**src/rtl/register_reader.sv**
```systemverilog
// Read agent for the register bank: valid/ready requests in, one response beat per register out.
// Optional REGISTER_READER_SNAPSHOT_EN latches the whole bank at accept so a burst reads a coherent copy.
module register_reader #(
  parameter  int NUM_REGS = 16,
  parameter  int WIDTH    = 8,
  localparam int ADDR_W   = $clog2(NUM_REGS)
) (
  input  logic              clk,
  input  logic              rst,
  input  logic [WIDTH-1:0]  q [NUM_REGS-1:0],
  input  logic              req_valid,
  output logic              req_ready,
  input  logic [ADDR_W-1:0] req_addr,
  input  logic [ADDR_W-1:0] req_len,
  output logic              rsp_valid,
  input  logic              rsp_ready,
  output logic [WIDTH-1:0]  rsp_data,
  output logic [ADDR_W-1:0] rsp_addr,
  output logic              rsp_last,
  output logic              rsp_err
);

  typedef enum logic {IDLE, RESP} state_t;

  // A power-of-two bank has no unmapped addresses.
  localparam bit POW2 = (NUM_REGS == (1 << ADDR_W));

  state_t            state_q, state_d;
  logic              req_ready_q, req_ready_d;
  logic              rsp_valid_q, rsp_valid_d;
  logic [WIDTH-1:0]  rsp_data_q, rsp_data_d;
  logic [ADDR_W-1:0] rsp_addr_q, rsp_addr_d;
  logic              rsp_last_q, rsp_last_d;
  logic              rsp_err_q, rsp_err_d;
  logic [ADDR_W-1:0] cnt_q, cnt_d;
  logic [ADDR_W-1:0] next_addr;
  logic [WIDTH-1:0]  next_data;
  logic              addr_ok;

`ifdef REGISTER_READER_SNAPSHOT_EN
  logic [WIDTH-1:0] shadow_q [NUM_REGS-1:0];
  logic [WIDTH-1:0] shadow_d [NUM_REGS-1:0];
`endif

  assign next_addr = (rsp_addr_q == ADDR_W'(NUM_REGS - 1)) ? '0 : rsp_addr_q + 1'b1;
  assign addr_ok   = POW2 || (32'(req_addr) < 32'(NUM_REGS));

`ifdef REGISTER_READER_SNAPSHOT_EN
  assign next_data = shadow_q[next_addr];
`else
  assign next_data = q[next_addr];
`endif

  always_comb begin
    state_d     = state_q;
    req_ready_d = req_ready_q;
    rsp_valid_d = rsp_valid_q;
    rsp_data_d  = rsp_data_q;
    rsp_addr_d  = rsp_addr_q;
    rsp_last_d  = rsp_last_q;
    rsp_err_d   = rsp_err_q;
    cnt_d       = cnt_q;
`ifdef REGISTER_READER_SNAPSHOT_EN
    shadow_d    = shadow_q;
`endif
    case (state_q)
      IDLE: begin
        req_ready_d = 1'b1;
        if (req_valid && req_ready_q) begin
          state_d     = RESP;
          req_ready_d = 1'b0;
          rsp_valid_d = 1'b1;
          rsp_addr_d  = req_addr;
`ifdef REGISTER_READER_SNAPSHOT_EN
          shadow_d    = q;
`endif
          // First beat comes straight from q: it equals what the shadow captures.
          if (addr_ok) begin
            cnt_d      = req_len;
            rsp_data_d = q[req_addr];
            rsp_last_d = (req_len == '0);
            rsp_err_d  = 1'b0;
          end else begin
            cnt_d      = '0;
            rsp_data_d = '0;
            rsp_last_d = 1'b1;
            rsp_err_d  = 1'b1;
          end
        end
      end
      RESP: begin
        req_ready_d = 1'b0;
        if (rsp_ready) begin
          if (cnt_q == '0) begin
            state_d     = IDLE;
            req_ready_d = 1'b1;
            rsp_valid_d = 1'b0;
            rsp_last_d  = 1'b0;
            rsp_err_d   = 1'b0;
          end else begin
            cnt_d      = cnt_q - 1'b1;
            rsp_addr_d = next_addr;
            rsp_data_d = next_data;
            rsp_last_d = (cnt_q == ADDR_W'(1));
          end
        end
      end
      default: state_d = IDLE;
    endcase
  end

  always_ff @(posedge clk or posedge rst) begin
    if (rst) begin
      state_q     <= IDLE;
      req_ready_q <= 1'b0;
      rsp_valid_q <= 1'b0;
      rsp_data_q  <= '0;
      rsp_addr_q  <= '0;
      rsp_last_q  <= 1'b0;
      rsp_err_q   <= 1'b0;
      cnt_q       <= '0;
`ifdef REGISTER_READER_SNAPSHOT_EN
      shadow_q    <= '{default: '0};
`endif
    end else begin
      state_q     <= state_d;
      req_ready_q <= req_ready_d;
      rsp_valid_q <= rsp_valid_d;
      rsp_data_q  <= rsp_data_d;
      rsp_addr_q  <= rsp_addr_d;
      rsp_last_q  <= rsp_last_d;
      rsp_err_q   <= rsp_err_d;
      cnt_q       <= cnt_d;
`ifdef REGISTER_READER_SNAPSHOT_EN
      shadow_q    <= shadow_d;
`endif
    end
  end

  assign req_ready = req_ready_q;
  assign rsp_valid = rsp_valid_q;
  assign rsp_data  = rsp_data_q;
  assign rsp_addr  = rsp_addr_q;
  assign rsp_last  = rsp_last_q;
  assign rsp_err   = rsp_err_q;

endmodule
```
**config.mk**
```make
export PLATFORM = sky130hd
export DESIGN_NAME = register_reader
export DESIGN_NICKNAME = d
export VERILOG_FILES = /design/src/rtl/register_reader.sv
export SDC_FILE = /design/constraint.sdc
export NUM_CORES = 1
export LEC_CHECK = 0
export ABC_CLOCK_PERIOD_IN_PS = 2200
export CAP_MARGIN = 40
export CELL_PAD_IN_SITES_DETAIL_PLACEMENT = 0
export CELL_PAD_IN_SITES_GLOBAL_PLACEMENT = 1
export CORE_MARGIN = 2
export CORE_UTILIZATION = 28
export CTS_BUF_LIST = sky130_fd_sc_hd__clkbuf_8
export CTS_CLUSTER_DIAMETER = 120
export DETAILED_ROUTE_END_ITERATION = 7
export GPL_TIMING_DRIVEN = 0
export PLACE_DENSITY_LB_ADDON = 0.08
export SETUP_SLACK_MARGIN = 0.5
export SYNTH_ARGS = -nofsm -noshare
export SYNTH_HDL_FRONTEND = slang
export SYNTH_SLANG_ARGS = --single-unit
```
**constraint.sdc**
```tcl
create_clock -name clk -period 2.2 [get_ports clk]
set_input_delay 0.44 -clock clk [delete_from_list [all_inputs] [get_ports clk]]
set_output_delay 0.44 -clock clk [all_outputs]
set_load 0.02 [all_outputs]
```
Yosys cells after proc, flatten, opt, wreduce, memory -nomap -nowiden
Index checks and enable logic that the tools add are counted.
{"block": "word_totals", "inputBits": 140, "output_inout_bits": 16, "word_cells": 60, "register_bits": 21}
{"block": "op_classes", "order_cmp": 2, "bitwise": 1, "add_sub_neg": 2, "n_mux": 35, "reduce_logical": 6, "n_eq_ne": 6}
{"operator": "binary-select mux 8 bit (select 4 bit)", "n": 2}
{"operator": "2-to-1 mux 8 bit", "n": 5}
{"operator": "2-to-1 mux 4 bit", "n": 7}
{"operator": "case mux 4 bit (2 select lines)", "n": 2}
{"operator": "case mux 8 bit (2 select lines)", "n": 1}
{"operator": "2-to-1 mux 1 bit", "n": 13}
{"operator": "less-than comparator 4 x 5 -> 1 bit (second input constant)", "n": 2}
{"operator": "case mux 1 bit (2 select lines)", "n": 5}
{"operator": "logical NOT 4 bit", "n": 2}
{"operator": "!= test 2 bit (second input constant)", "n": 3}
{"operator": "AND reduction 3 bit", "n": 2}
{"operator": "adder 4 x 1 -> 4 bit (second input constant)", "n": 1}
{"operator": "equality test 4 x 1 -> 1 bit (second input constant)", "n": 1}
{"operator": "equality test 4 bit (second input constant)", "n": 1}
{"operator": "subtractor 4 x 1 -> 4 bit (second input constant)", "n": 1}
{"operator": "!= test 2 x 1 -> 1 bit (second input constant)", "n": 1}
{"operator": "AND reduction 2 bit", "n": 1}
{"operator": "logical AND 1 bit", "n": 1}
{"operator": "inverter 1 bit", "n": 1}

Longest topological paths before layout
Gate-level depths: netlist of the first run.
{"block": "logic_depth", "word_depth": 7, "depth_mapped": 9, "mapped_depth_nobuf": 7}

Worst setup path after synthesis of the first run
Ideal clock, no wire load.
{"block": "synth_timing", "path_type": "register to register", "startpoint": "reg rsp_addr_q[0], in the netlist rsp_addr[0]", "endpoint": "reg rsp_data_q[3], in the netlist rsp_data[3]", "arrival_time_ns": 2.166, "stages_incl_launch_ff": 9, "path_buffers": 2, "setup_time_ns": 0.122, "path_slack_ns": -0.087, "required_time_ns": 2.078, "period_less_slack_ns": 2.287, "path_cell_list": "dfrtp_1 -> ha_1 -> buf_2 -> a21oi_1 -> o22ai_1 -> nand2b_1 -> buf_2 -> or4_1 -> a32o_1"}
{"block": "synth_via", "elab_chain_len": 7, "elab_cells_between_ends": 8, "cone_classes": "add/sub (1); eq/ne (1); mux (6)"}
{"element": "from (decl)", "line_no": "32", "rtl": "logic [ADDR_W-1:0] rsp_addr_q, rsp_addr_d;"}
{"element": "from (signal assigned)", "line_no": "130", "rtl": "rsp_addr_q <= rsp_addr_d;"}
{"element": "adder 4 x 1 -> 4 bit or equality test 4 bit (tied branches)", "line_no": "45", "rtl": "assign next_addr = (rsp_addr_q == ADDR_W'(NUM_REGS - 1)) ? '0 : rsp_addr_q + 1'b1;"}
{"element": "2-to-1 mux 4 bit *", "line_no": "45"}
{"element": "binary-select mux 8 bit (select 4 bit) *", "line_no": "51", "rtl": "assign next_data = q[next_addr];"}
{"element": "2-to-1 mux 8 bit (not written as such) *", "line_no": "51"}
{"element": "2-to-1 mux 8 bit *", "line_no": "94", "rtl": "if (cnt_q == '0) begin"}
{"element": "2-to-1 mux 8 bit *", "line_no": "93", "rtl": "if (rsp_ready) begin"}
{"element": "case mux 8 bit (2 select lines) *", "line_no": "66", "rtl": "case (state_q)"}
{"element": "to (signal assigned)", "line_no": "129", "rtl": "rsp_data_q <= rsp_data_d;"}
{"element": "to (decl)", "line_no": "31", "rtl": "logic [WIDTH-1:0] rsp_data_q, rsp_data_d;"}
Mark *: on every way between the ends. The rest lies on a longest branch, timed or not. The select of a mux whose other input is x is not followed.
A chain may end at the register's enable or synchronous reset.

Worst setup path in the final report of the first run
Ends and elaborated chain as after synthesis.

==> results of run 1 <==
==> power groups by stage <==
stage / clock network, mW / registers [mW] / logic [mW]
6_report: 0.317 / 0.697 / 6.05
5_1_grt: 0.334 / 0.722 / 6.40
4_1_cts: 0.319 / 0.702 / 5.30
3_5_place_dp: 0 / 0.732 / 4.88
3_3_place_gp: 0 / 0.726 / 4.85
2_1_floorplan: 0 / 0.866 / 3.06
==> kinds of logic after synthesis <==
logic type / Yosys count / synth area share (%)
compound gates: 111 / 23.7
simple gates: 105 / 15.7
mux: 83 / 35.7
buf+inv: 49 / 7.77
flops: 20 / 15.1
fa+ha+maj: 3 / 1.13
xor+xnor: 3 / 0.792
other cells: 1 / 0.113
==> layer usage <==
| layer | wire length, um | global-route usage (%) | part of all wire (%) |
|---|---|---|---|
| met5 | 0 | 0 | 0 |
| met4 | 377 | 8.13 | 2.3 |
| met3 | 1330 | 2.62 | 8.1 |
| met2 | 7890 | 41.3 | 48 |
| met1 | 6700 | 33.0 | 41 |
==> layout make-up <==
| type | instances | area, sq um | share of cell area [%] |
|---|---|---|---|
| tap | 143 | 179 | 3.14 |
| sequential | 20 | 503 | 8.81 |
| multi-input combinational | 306 | 2760 | 48.4 |
| clock buffer | 4 | 55.1 | 0.965 |
| timing repair buffer | 180 | 1800 | 31.5 |
| buffer | 41 | 383 | 6.71 |
| inverter | 8 | 30.0 | 0.526 |
==> stage by stage <==
step	TNS, ns	total power, mW	instances	hold WS [ns]	worst slack (ns)
global placement	-3.91	5.58	670	0.466	-0.601
floorplan	0	3.93	375	0.404	0.113
finish	0	7.06	702	0.395	0.0754
detailed placement	-4.37	5.61	671	0.471	-0.653
global route	0	7.46	702	0.407	0.0399
CTS	0	6.33	689	0.406	0.0891
==> flip-flops by register name, indices dropped and copies added (netlist names) <==
name / flops
cnt_q: 4
req_ready: 1
rsp_addr: 4
rsp_data: 8
rsp_last: 1
rsp_valid: 1
state_q: 1
==> worst max-delay path by stage <==
| stage | start | endpoint | cells after the start | slack, ns |
|---|---|---|---|---|
| after floorplan | rsp_addr[0] | rsp_data[3] | 8 | 0.11 |
| after global placement | req_addr[2] | rsp_data[5] | 6 | -0.60 |
| after detailed placement | req_addr[2] | rsp_data[5] | 6 | -0.65 |
| after CTS | rsp_addr[0] | rsp_data[7] | 6 | 0.09 |
| after global routing | rsp_addr[0] | rsp_data[3] | 9 | 0.04 |
| final | rsp_addr[0] | rsp_data[3] | 9 | 0.08 |
==> critical path, delay by kind of cell (launching register included) <==
family                   cells  cell delay, ns
flip-flops                   1            0.42
AO/OA/AOI/OAI                3            0.39
AND/OR/NAND/NOR              2            0.58
adder cells (fa/ha/maj)      1            0.19
buffers and inverters        3            0.44
==> placed cells by master (no fill, tap or decap), drive strengths merged, types with 3 or more instances in the layout <==
cell type,count
o21ai,11
nand2b,4
o31ai,5
a211oi,7
buf,55
mux2i,51
dfrtp,20
mux2,4
nor2,13
a31oi,3
dlymetal6s2s,4
mux4,28
o21a,4
o211ai,13
o221ai,5
nor3,4
and3,3
a221oi,13
a2bb2oi,4
ha,3
a21oi,30
clkbuf,19
a32oi,5
inv,8
nand2,40
nand3,20
or4,5
dlygate4sd2,12
clkdlybuf4s50,135
==> repair_timing <==
action / 4_1_cts / 5_1_grt
pin swaps: 6 / 5
endpoints found under the setup margin: 30 / 21
setup buffers: 14 / 11
hold buffers: 0 / 0
resized for setup: 57 / 44
cloned: 0 / 2
==> results.ini, run 1 <==
[placement]
gp_congestion = 0.874
place_area_sq_um = 5140
port-buffer-count = 152
place_hpwl_um = 11900

[power]
p_leak_nw = 2.33
seqPwrFrac_pct = 9.9
p_clk_share_pct = 4.5
combPwrFrac_pct = 85.6
cellInternalPower_mw = 3.52
p_sw_mw = 3.55
p_per_area_nw_per_um2 = 1240
ir_worst_vdd_mv = 0.790
swShare_pct = 50.2

[cts]
cts_made_buffers = 3
htreeDepth = 1
clkTransAtPathRegs_ns = 0.10
clock_sinks = 20
clk_path_buf_depth = 2
cts_tree = done
clk_latency_ns = 0.27
cts_root_buffer = clkbuf_8

[yosys]
synth_largest_area_cell = mux4_2
yosys_most_used_dff = dfrtp_1
synth_area_sq_um = 3320
syn_avg_cell_area_sq_um = 8.85
synth_seq_cells = 20
yosysWarnings = 0
synth_top_area_share_pct = 19.0
synthTopCellsByCount = mux2i_1 (51), nand2_1 (40), a21oi_1 (30)
synth-seq-area-share_pct = 15.1
syn-num-nets = 518
synth_area_leaders = mux4_2 (19%), mux2i_1 (15%), dfrtp_1 (15%)
yosysUniqueCellTypes = 55
netlist_instances = 375
yosysMostFrequentCell = mux2i_1
synth-edff-count = 0
async_flop_share_pct = 100

[worst_setup_path]
crit_path_end_kind = flop
path_class = reg -> reg
cp_max_fo = 4
rr_worst_depth = 9
worst_ep_arrival_time_ns = 2.29
r2r-start = rsp_addr[0]
regToRegEndpoint = rsp_data[3]
rrSetupSlack_ns = 0.08
required_ns = 2.37
cp_slowest_cell = or4_4
critPathMaxStageDelay_ns = 0.51
worstPathCellList = ha_4, a31oi_4, buf_12, clkbuf_16, buf_4, nand2_2, a21oi_2, or4_4, a32o_1
setup.worst_path.start_class = flop

[flow_run]
max_cap_violations = 0

[route]
drc = 4
firstDrtPassIters = 7
viasPerCell = 5.91
first_iter_violations = 375
routed_wl_um = 16300
wl_per_cell_um = 23.2
antenna_left = 0
vias = 4148

[run_status]
run_status = finished with violations
violations = DRC

[die]
start_util_pct = 28.8
pin_count = 156
die_x_um = 113
design.core.area_sq_um = 11500
dieArea_sq_um = 12700
fp-row-count = 39
die_h_um = 113

[cells_and_area]
area_delta_synth_final_pct = 72.0
layout-drive-gt1-share_pct = 24.9
utilization_pct = 49.6
antenna_cells = 0
final_area_sq_um = 5710
num-fill-cells = 1142
nets = 703

[timing]
period_needed_ns = 2.12
final_max_slew_viol_count = 0
finalHoldViolations = 0
max_freq_mhz = 471
rsz0062_at_grt = true
finalCritPeriodShare_pct = 96.6
fin_worst_skew_ns = 0.00768
setup-violations-final = 0

[grt]
grt_antenna_before_repair = 0
overflow = 0
grt_pass1_wl_um = 24100
grt_usage_pct = 24.5
grt_pass1_vias = 4284
grt_start_max_net_pins = 17

[hold_path]
hold_class = in -> async

No activity file was read; power rests on OpenSTA's default activity.
==> run 2: changes to the inputs <==
--- a/config.mk
+++ b/config.mk
@@ -10,10 +10,11 @@
 export CELL_PAD_IN_SITES_DETAIL_PLACEMENT = 0
 export CELL_PAD_IN_SITES_GLOBAL_PLACEMENT = 1
 export CORE_MARGIN = 2
-export CORE_UTILIZATION = 28
+export CORE_UTILIZATION = 43
 export CTS_BUF_LIST = sky130_fd_sc_hd__clkbuf_8
 export CTS_CLUSTER_DIAMETER = 120
 export DETAILED_ROUTE_END_ITERATION = 7
+export DONT_BUFFER_PORTS = 1
 export GPL_TIMING_DRIVEN = 0
 export PLACE_DENSITY_LB_ADDON = 0.08
 export SETUP_SLACK_MARGIN = 0.5
==> run 2 against run 1 <==
The flow finishes with violations (setup timing). Flip-flop and latch count stayed put. Design area is 31% lower. Critical path depth is 1 lower. Final cell count is 30% lower. Clock skew is 0.015 ns higher. Maximum frequency is 4.9% lower. Critical path type unchanged. Critical endpoint unchanged. Largest power group unchanged. Highest routed layer unchanged.
==> results.ini, run 2 (synthesis gave the netlist of run 1 again) <==
[power]
p_per_area_nw_per_um2 = 1600  ; +29%
ir_worst_vdd_mv = 0.671  ; -15%
cellInternalPower_mw = 2.99  ; -15%
combPwrFrac_pct = 81.0  ; -4.6 points
seqPwrFrac_pct = 14.5  ; +4.6 points
p_sw_mw = 3.32  ; -6.4%
p_clk_share_pct = 4.5  ; about the same
p_leak_nw = 1.58  ; -32%
swShare_pct = 52.6  ; +2.5 points

[worst_setup_path]
required_ns = 2.39  ; +0.02 ns
setup.worst_path.start_class = flop
rrSetupSlack_ns = -0.03  ; -0.11 ns
path_class = reg -> reg
critPathMaxStageDelay_ns = 0.54  ; +0.03 ns
worstPathCellList = ha_4, buf_6, a21oi_2, o22ai_2, nand2b_4, buf_6, or4_4, a32o_1
crit_family = simple AND/OR/NAND/NOR gates
cp_slowest_cell = dfrtp_2
r2r-start = rsp_addr[0]
worst_ep_arrival_time_ns = 2.42  ; +0.13 ns
crit_path_end_kind = flop
crit_top_cell = buf_6
rr_worst_depth = 8  ; -1
crit_buf_inv = 2  ; -1
regToRegEndpoint = rsp_data[3]
cp_max_fo = 8  ; +4

[cells_and_area]
final_cell_mix = mux2i_1 (50), nand2_1 (39), a21oi_1 (29)
utilization_pct = 51.8  ; +2.3 points
final_common_cell = mux2i_1
largest_reg_flops = 8  ; unchanged
fin_cells = 493  ; -30%
area_delta_synth_final_pct = 18.8
layout-drive-gt1-share_pct = 29.7  ; +4.8 points
nets = 535  ; -24%
antenna_cells = 0  ; unchanged
num-fill-cells = 734  ; -36%

[cts]
htreeDepth = 1  ; unchanged
clock_sinks = 20  ; unchanged
cts_tree = done
clkTransAtPathRegs_ns = 0.11  ; about the same
clk_latency_ns = 0.29  ; +0.02 ns
postCtsHoldBufs = 0  ; unchanged
cts_root_buffer = clkbuf_8
cts_made_buffers = 3  ; unchanged
clk_path_buf_depth = 2  ; unchanged

[die]
dieArea_sq_um = 8440  ; -34%
start_util_pct = 43.6  ; +15 points
pin_count = 156  ; unchanged
design.core.area_sq_um = 7610  ; -34%
die_x_um = 91.8  ; -19%
die_h_um = 91.8  ; -19%
fp-row-count = 32  ; -18%

[route]
antenna_left = 0  ; unchanged
routed_wl_um = 13600  ; -16%
viasPerCell = 7.14  ; +21%
vias = 3519  ; -15%
wl_per_cell_um = 27.6  ; +19%
drc = 0  ; -4
first_iter_violations = 241  ; -36%
firstDrtPassIters = 7  ; unchanged

[timing]
rsz0062_at_grt = true
final_max_slew_viol_count = 0  ; unchanged
holdWs_ns = 0.0448  ; -0.350 ns
period_needed_ns = 2.23  ; +0.110 ns
finalCritPeriodShare_pct = 102  ; +5.0 points
worst_slew_pin_slew_ns = 0.893
setup-violations-final = 1  ; +1
finalHoldViolations = 0  ; unchanged
fin_worst_skew_ns = 0.0225  ; +0.0148 ns
maxSlewHeadroom_pct = 40.4
setup_ws_ns = -0.0348  ; -0.110 ns
max_freq_mhz = 447  ; -4.9%
setup-tns-final_ns = -0.0348  ; -0.0348 ns

[grt]
grt_usage_pct = 30.9  ; +6.4 points
overflow = 0  ; unchanged
grt_pass1_vias = 3591  ; -16%
grt_antenna_before_repair = 0  ; unchanged
grt_start_max_net_pins = 12  ; -5
grt_pass1_wl_um = 19900  ; -18%

[placement]
dp_cells = 478  ; -29%
place_hpwl_um = 9870  ; -17%
port-buffer-count = 0  ; -100%
gp_congestion = 0.897  ; +2.7%

[run_status]
run_status = finished with violations
violations = setup timing

[hold_path]
hold_class = in -> async

[flow_run]
max_cap_violations = 0  ; unchanged

[run 2: power groups by stage]
stage,sequential [mW],clock (mW),combinational [mW]
2_1_floorplan,0.866,0,3.06
3_3_place_gp,0.915,0,4.06
3_5_place_dp,0.916,0,4.09
4_1_cts,0.905,0.276,4.69
5_1_grt,0.936,0.288,5.43
6_report,0.913,0.285,5.11
[run 2: per-stage QoR]
step                      area [sq um]  worst slack [ns]  power, mW
after floorplan                   3410             0.113       3.93
after global placement            3540            -0.129       4.98
after detailed placement          3550            -0.137       5.00
after CTS                         3830            0.0100       5.87
after global routing              3940            -0.105       6.65
final                             3940           -0.0348       6.30
[run 2: timing repair]
action                                  4_1_cts  5_1_grt
gates resized for setup                      36       29
endpoints found under the setup margin       18       19
buffers inserted                              8        2
pin swaps                                    12       13
gates cloned                                  1        0
[run 2: worst max path at each step]
stage                      from     endpoint  slack [ns]  cells past startpoint
detailed placement  rsp_addr[0]  rsp_data[6]       -0.14                      7
global route        rsp_addr[0]  rsp_data[3]       -0.11                      7
floorplan           rsp_addr[0]  rsp_data[3]        0.11                      8
finish              rsp_addr[0]  rsp_data[3]       -0.03                      8
global placement    rsp_addr[0]  rsp_data[7]       -0.13                      6
CTS                 rsp_addr[0]  rsp_data[3]        0.01                      8
[run 2: area by class of cell]
type,instances,area (sq um),area share [%]
buffer,41,355,9.02
multi-input combinational,306,2730,69.2
clock buffer,3,41.3,1.05
clock inverter,1,3.75,0.0952
timing repair buffer,12,154,3.90
inverter,8,30.0,0.762
tap,102,128,3.24
sequential,20,503,12.8
[run 2: layer usage]
metal | global-route usage [%] | part of all wire [%] | vias to the layer above
li1 | - | - | 1513
met1 | 38.8 | 38 | 1701
met2 | 51.2 | 48 | 259
met3 | 6.49 | 11 | 46
met4 | 13.7 | 3.9 | 0
met5 | 0 | 0 | -
==> run 3: changes to the inputs <==
--- a/config.mk
+++ b/config.mk
@@ -13,6 +13,7 @@
 export CORE_UTILIZATION = 43
 export CTS_BUF_LIST = sky130_fd_sc_hd__clkbuf_8
 export CTS_CLUSTER_DIAMETER = 120
+export CTS_CLUSTER_SIZE = 12
 export DETAILED_ROUTE_END_ITERATION = 7
 export DONT_BUFFER_PORTS = 1
 export GPL_TIMING_DRIVEN = 0
==> results of run 3 <==
Final layout, timing and power as in run 2 (identical DEF).
